$ cat config.mk
export PLATFORM = sky130hd
export DESIGN_NAME = rand_pos_gen
export DESIGN_NICKNAME = d
export VERILOG_FILES = /design/src/rtl/rand_pos_gen_pkg.sv /design/src/rtl/rand_pos_gen_coord_reduce.sv /design/src/rtl/rand_pos_gen.sv
export SDC_FILE = /design/constraint.sdc
export NUM_CORES = 1
export LEC_CHECK = 0
export ABC_AREA = 1
export BUFFER_PORTS_ARGS = -buffer_cell sky130_fd_sc_hd__buf_4
export CAP_MARGIN = 25
export CORE_MARGIN = 1
export CORE_UTILIZATION = 56
export CTS_CLUSTER_DIAMETER = 200
export DETAILED_ROUTE_END_ITERATION = 10
export HOLD_SLACK_MARGIN = 0.08
export PLACE_DENSITY = 0.77
export SLEW_MARGIN = 30
export SYNTH_ARGS = -nofsm -noshare
export SYNTH_HDL_FRONTEND = slang
export SYNTH_HIERARCHICAL = 1
export SYNTH_SLANG_ARGS = --single-unit
export TNS_END_PERCENT = 1
$ cat constraint.sdc
create_clock -name clk -period 2.18 [get_ports clk]
set_clock_uncertainty 0.1 [all_clocks]
set_input_delay 0.109 -clock clk [delete_from_list [all_inputs] [get_ports clk]]
set_output_delay 0.109 -clock clk [all_outputs]
set_load 0.01 [all_outputs]
$ cat src/rtl/rand_pos_gen_pkg.sv
// Shared types and defaults for the random screen-position generator.
package rand_pos_gen_pkg;

  localparam int H_MAX_DEF = 640;
  localparam int V_MAX_DEF = 480;
  localparam int RND_W     = 5;
  localparam int RAW_W     = 2 * RND_W;
  localparam int CALC_W    = 11;

  typedef enum logic [2:0] {
    S_GET_X0 = 3'd0,
    S_GET_X1 = 3'd1,
    S_GET_Y0 = 3'd2,
    S_GET_Y1 = 3'd3,
    S_REDUCE = 3'd4,
    S_OUT    = 3'd5
  } state_e;

endpackage

$ cat src/rtl/rand_pos_gen_coord_reduce.sv
// Combinational bounded modulo: subtracts the largest multiple k*BOUND
// (k <= STEPS) that does not exceed the input.
module coord_reduce #(
  parameter int CW    = 11,
  parameter int OUT_W = 10,
  parameter int BOUND = 640,
  parameter int STEPS = 1
) (
  input  logic [CW-1:0]    i_val,
  output logic [OUT_W-1:0] o_val
);

  logic [CW-1:0] w_res;
  logic          w_hit;

  // Highest multiple is tried first so a single subtraction lands in range.
  always_comb begin
    w_res = i_val;
    w_hit = 1'b0;
    for (int k = STEPS; k >= 1; k--) begin
      if (!w_hit && (i_val >= CW'(k * BOUND))) begin
        w_res = i_val - CW'(k * BOUND);
        w_hit = 1'b1;
      end
    end
  end

  assign o_val = OUT_W'(w_res);

endmodule

$ cat src/rtl/rand_pos_gen.sv
// Packs four 5-bit LFSR samples into a raw X/Y pair, reduces each into
// screen range, and offers the result on a valid/ready handshake.
module rand_pos_gen
  import rand_pos_gen_pkg::*;
#(
  parameter int H_MAX = H_MAX_DEF,
  parameter int V_MAX = V_MAX_DEF,
  parameter int X_W   = 10,
  parameter int Y_W   = 9
) (
  input  logic             clk,
  input  logic             rst,
  input  logic [RND_W-1:0] rnd_data,
  input  logic             rnd_valid,
  output logic             pos_valid,
  input  logic             pos_ready,
  output logic [X_W-1:0]   pos_x,
  output logic [Y_W-1:0]   pos_y
);

  state_e           r_state;
  state_e           w_state_nxt;
  logic [RAW_W-1:0] r_raw_x;
  logic [RAW_W-1:0] r_raw_y;
  logic [X_W-1:0]   r_pos_x;
  logic [Y_W-1:0]   r_pos_y;
  logic [X_W-1:0]   w_x_red;
  logic [Y_W-1:0]   w_y_red;

  coord_reduce #(.CW(CALC_W), .OUT_W(X_W), .BOUND(H_MAX), .STEPS(1)) u_red_x (
    .i_val (CALC_W'(r_raw_x)),
    .o_val (w_x_red)
  );

  coord_reduce #(.CW(CALC_W), .OUT_W(Y_W), .BOUND(V_MAX), .STEPS(2)) u_red_y (
    .i_val (CALC_W'(r_raw_y)),
    .o_val (w_y_red)
  );

  always_comb begin
    w_state_nxt = r_state;
    unique case (r_state)
      S_GET_X0: if (rnd_valid) w_state_nxt = S_GET_X1;
      S_GET_X1: if (rnd_valid) w_state_nxt = S_GET_Y0;
      S_GET_Y0: if (rnd_valid) w_state_nxt = S_GET_Y1;
      S_GET_Y1: if (rnd_valid) w_state_nxt = S_REDUCE;
      S_REDUCE: w_state_nxt = S_OUT;
      S_OUT:    if (pos_ready) w_state_nxt = S_GET_X0;
      default:  w_state_nxt = S_GET_X0;
    endcase
  end

  always_ff @(posedge clk) begin
    if (rst) begin
      r_state <= S_GET_X0;
      r_raw_x <= '0;
      r_raw_y <= '0;
      r_pos_x <= '0;
      r_pos_y <= '0;
    end else begin
      r_state <= w_state_nxt;
      if (rnd_valid) begin
        case (r_state)
          S_GET_X0: r_raw_x[RAW_W-1:RND_W] <= rnd_data;
          S_GET_X1: r_raw_x[RND_W-1:0]     <= rnd_data;
          S_GET_Y0: r_raw_y[RAW_W-1:RND_W] <= rnd_data;
          S_GET_Y1: r_raw_y[RND_W-1:0]     <= rnd_data;
          default: ;
        endcase
      end
      // Outputs load only here, so they stay frozen throughout OUT.
      if (r_state == S_REDUCE) begin
        r_pos_x <= w_x_red;
        r_pos_y <= w_y_red;
      end
    end
  end

  assign pos_valid = (r_state == S_OUT);
  assign pos_x     = r_pos_x;
  assign pos_y     = r_pos_y;

endmodule

======== Word-level counts from Yosys, hierarchy flattened ========
Cells that the tools add are included.
storage, ports and cells
  flip-flop bits (word level) ............. 42
  input port bits ......................... 9
operators by class
  mux-type cells .......................... 10
  reductions and logical operators ........ 8
  equal/unequal tests ..................... 10
  magnitude comparators ................... 3
  add/subtract/negate cells ............... 3
operators with widths
  cell                      count
  $ge A10 B10 Y1 const B    2
  $mux W9                   2
  $pmux W3 S6               1
  $sub A9 B9 Y9 const B     2
  $mux W3                   5
  $ge A10 B9 Y1 const B     1
  $mux W10                  1
  $sub A10 B10 Y10 const B  1
  $ne A2 B2 Y1 const B      4
  $reduce_and A2 Y1         4
  $eq A3 B2 Y1 const B      2
  $eq A3 B3 Y1 const B      2
  $reduce_and A5 Y1         1
  $eq A3 B1 Y1 const B      1
  $logic_not A3 Y1          1
  $ne A2 B1 Y1 const B      1
  $logic_and A1 B1 Y1       1
  $logic_not A1 Y1          1
  $mux W1                   1

======== Depth between registers and ports, before layout ========
  word-level depth ........................ 5
  mapped depth ............................ 10

======== By module ========
The synthesis kept the hierarchy.
modules (own cells, without submodules)
  module                  seq. area each (um^2)  cells an instance  instances  area each (um^2)
  rand_pos_gen            840.8                  204                1          1540.2
  coord_reduce (u_red_y)  0.0                    56                 1          327.8
  coord_reduce (u_red_x)  0.0                    40                 1          214.0

======== Least setup slack after synthesis ========
No wires, ideal clock.
  kind .................................... reg2reg
  from .................................... register r_raw_y[7]
  to ...................................... register r_pos_y[8], in the netlist pos_y[8]
  data arrival time ....................... 1.314 ns
  buffers on the path ..................... 0
  setup slack ............................. 0.650 ns
  setup time .............................. 0.116 ns
  clock period less this slack ............ 1.530 ns
  stages on the path, launching flop included .. 11
  cell sequence ........................... dfxtp_1 > ha_1 > nand2_1 > nor2_2 > nand3_4 > nand2_4 > nand2_1 > nand2_1 > nand2_1 > o21ai_0 > nor2_1
on the way
  cells in the longest elaborated chain, start to end .. 5
ends and longest elaborated chain
  element                          line                             text
  start, declared                  rand_pos_gen.sv:24               logic [RAW_W-1:0] r_raw_y;
  start signal, assigned by index  rand_pos_gen.sv:66               S_GET_Y0: r_raw_y[RAW_W-1:RND_W] <= rnd_data;
  start signal, assigned by index  rand_pos_gen.sv:67               S_GET_Y1: r_raw_y[RND_W-1:0] <= rnd_data;
  $ge A10 B10 Y1                   rand_pos_gen_coord_reduce.sv:21  if (!w_hit && (i_val >= CW'(k * BOUND))) begin
  $mux W1                          rand_pos_gen_coord_reduce.sv:21
  $logic_not A1 Y1                 rand_pos_gen_coord_reduce.sv:21
  $logic_and A1 B1 Y1              rand_pos_gen_coord_reduce.sv:21
  $mux W9 (*)                      rand_pos_gen_coord_reduce.sv:21
  net w_y_red[8]                   rand_pos_gen.sv:28               logic [Y_W-1:0] w_y_red;
  end signal, assigned             rand_pos_gen.sv:74               r_pos_y <= w_y_red;
  end, declared                    rand_pos_gen.sv:26               logic [Y_W-1:0] r_pos_y;
The timed path passes the listed nets; every way through them passes the cells marked *.
A chain may end at the register's enable or synchronous reset.

======== Final worst setup path ========
  from .................................... register r_state[1]
  to ...................................... register r_state[2]
on the way
  cells in the longest elaborated chain, start to end .. 3
ends and longest elaborated chain
  element                                                               line                text
  start, declared                                                       rand_pos_gen.sv:21  state_e r_state;
  start signal, assigned                                                rand_pos_gen.sv:61  r_state <= w_state_nxt;
  $eq A3 B3 Y1 (tied with other cells)                                  rand_pos_gen.sv:42  unique case (r_state)
  $ne A2 B1 Y1 (no source line) / $ne A2 B2 Y1 (equally long branches)  -
  $reduce_and A5 Y1 (no source line)                                    -
Parallel ways exist; a longest one is shown, timed or not.

==> flow_metrics.py <==
metrics = {
    "run_status": {
        "status": "complete, no violations",
    },
    "power_and_ir_drop": {
        "clock_power_share": 0.412,
        "p_seq_frac": 0.464,
        "p_switching_uw": 423,
        "p_leak_uw": 0.00107,
        "pwr-share-comb": 0.124,
        "p_int_uw": 1380,
        "ir_worst_vdd_mv": 0.741,
        "switching_share": 0.234,
        "power-per-cell-area_nw_per_um2": 738,
    },
    "route": {
        "first_iter_violations": 102,
        "wl_per_cell_um": 10.1,
        "routed-via-count": 1739,
        "remaining_drc_errors": 0,
        "post_drt_via_cell_ratio": 4.66,
        "drt_pass1_iterations": 4,
        "wirelength_um": 3780,
        "drtAntennaViolNets": 0,
    },
    "worst_setup_path": {
        "r2r_cells": 4,
        "crit_required_ps": 2320,
        "cp_slowest_cell": "dlygate4sd3_1",
        "r2r-start": "r_state[1]",
        "cp_cell_sequence": "nor2_1, nand2_2, a31oi_1, dlygate4sd3_1",
        "reg2reg_setup_slack_ps": 450,
        "critPathArrivalTime_ps": 1870,
        "crit_path_end_kind": "flip-flop",
        "cp_top_family": "buffers and inverters",
        "cp.buffers_inverters": 1,
        "critPathLaunchType": "flip-flop",
        "cp_max_fo": 21,
        "worstSetupPathType": "flip-flop to flip-flop",
        "r2r_end": "r_state[2]",
        "slowest_delay_ps": 560,
    },
    "synthesis": {
        "yosysSeqAreaShare": 0.404,
        "synth-seq-cells": 42,
        "synth_top_area_share": 0.404,
        "ys_warn_count": 6,
        "netlist_area_um2": 2080,
        "synth_largest_area_cell": "dfxtp_1",
        "syn-instance-count": 300,
        "synthTopCellsByArea": "dfxtp_1 (40%), nor2_1 (16%), o21ai_0 (9.9%)",
        "avgSynthCellArea_um2": 6.94,
        "ys_types": 26,
    },
    "final_layout": {
        "area_delta_synth_final_pct": 17.5,
        "final_common_cell": "nor2_1",
        "n_antenna_cell": 0,
        "mostFrequentLayoutCells": "nor2_1 (89), dfxtp_1 (42), o21ai_0 (41)",
        "nNetsFinal": 338,
        "fill_cells": 301,
        "final_core_utilization": 0.711,
        "drive_gt1_frac": 0.187,
    },
    "timing": {
        "setup_viol": 0,
        "max_freq_ghz": 0.578,
        "min_period_ps": 1730,
        "fin_tns_setup_ps": 0,
        "min_period_over_period": 0.793,
        "finalHoldViolCount": 0,
        "rsz0062_at_grt": "false",
        "maxSlewViolCount": 0,
    },
    "global_routing": {
        "grt_pass1_wl_um": 6700,
        "grt_antenna_before_repair": 0,
        "grt_max_degree": 35,
        "gr-total-overflow": 0,
        "grt_use_total": 0.215,
        "grt_pass1_vias": 1589,
    },
    "clock_tree": {
        "clock-root-buffer": "clkbuf_8",
        "cts_tree": "built",
        "cts_buffer_depth": 2,
        "clk_latency_ps": 290,
        "cts_sinks": 42,
        "h-tree-depth": 2,
        "path_clk_slew_ps": 70,
        "cts_setup_buffers": 0,
        "cts_buffers": 5,
    },
    "floorplanning": {
        "design.die.area_um2": 3970,
        "die_h_um": 63.0,
        "die_w_um": 63.0,
        "ios": 29,
        "initial_core_util": 0.605,
        "core-area_um2": 3440,
        "fp-row-count": 21,
    },
    "run": {
        "maxCapViolCount": 0,
    },
    "placed_design": {
        "gp_congestion": 0.868,
        "portBuffers": 28,
        "hpwl_um": 2740,
    },
    "hold_path": {
        "hold_class": "input pin to flip-flop",
        "hold_start": "rnd_valid",
        "min_to": "r_state[0]",
        "worstHoldPathCells": 6,
    },
}
[flip-flops by register name, indices dropped and copies added (netlist names)]
signal	cells
pos_x	10
pos_y	9
r_raw_x	10
r_raw_y	10
r_state	3
[final cells by class]
type	count	area (um2)	area share
multi-input cells	209	996	0.407
flip-flops and latches	42	841	0.344
repair buffers	36	288	0.118
inverters	32	123	0.0501
clock buffers	6	82.6	0.0337
clock inverters	2	60.1	0.0245
well taps	46	57.6	0.0235
[cell families (layout without fill, tap and decap cells)]
logic type | after synthesis | in the layout | share of synthesized area
other cells | 1 | 3 | 0.00180
buf+inv | 51 | 76 | 0.121
xor+xnor | 3 | 3 | 0.0126
simple gates | 157 | 157 | 0.338
fa+ha+maj | 3 | 3 | 0.0180
flops | 42 | 42 | 0.404
compound gates | 43 | 43 | 0.104
[per-layer routing]
layer	GRT usage	share of wire	wire, um	vias to the layer above
li1	-	-	-	972
met1	0.271	0.51	1910	723
met2	0.355	0.44	1680	37
met3	0.0438	0.037	140	7
met4	0.0901	0.014	53	0
met5	0	0	0	-
[worst max-delay path by stage]
stage	cells after the start	start	slack, ps	end
floorplan	10	r_raw_y[7]	650	pos_y[8]
global placement	10	r_raw_y[7]	580	pos_y[6]
detailed placement	10	r_raw_y[7]	490	pos_y[7]
CTS	4	r_state[1]	470	r_state[2]
global route	10	r_raw_y[5]	210	pos_y[6]
finish	4	r_state[1]	450	r_state[2]
[per-stage QoR]
step                      instance area, um2  power (uW)  worst slack (ps)  cells  hold WS, ps
after floorplan                         2090        1030               650    302         78.4
after global placement                  2230        1070               581    358          178
after detailed placement                2230        1070               492    358          176
after CTS                               2450        1820               467    373          168
after global routing                    2450        1900               214    373          245
final                                   2450        1810               451    373          204
[synthesized netlist by cell type]
cell / instances
nor2_4: 4
dfxtp_1: 42
xnor2_1: 1
nand2_1: 34
nand2_2: 4
inv_4: 1
inv_2: 4
nand3_1: 11
o21ai_0: 41
a31oi_1: 1
nand2_4: 1
xor2_1: 2
conb_1: 1
clkbuf_2: 1
nand3_2: 2
nor2_2: 7
buf_4: 12
nand4_1: 4
clkbuf_1: 4
a21oi_1: 1
nand3_4: 1
nor2_1: 89
buf_2: 1
buf_8: 1
ha_1: 3
inv_1: 27
[power groups by stage]
stage | Sequential (uW) | Clock (uW) | Combinational (uW)
after global routing | 845 | 789 | 262
after detailed placement | 857 | 0 | 213
after floorplan | 851 | 0 | 175
final | 838 | 744 | 225
after global placement | 855 | 0 | 211
after CTS | 839 | 754 | 224
[repair_timing]
item / in CTS / in global routing
endpoints found under the hold margin: 23 / 0
hold buffers: 7 / 0
resized for setup: 0 / 0
[worst min-delay path, cell delays in order]
cell,delay [ps]
buf_4,70
inv_1,50
nand2_1,70
nand2_1,110
nor2_1,100
nor2_1,50
Power figures use the tool's default switching activity.
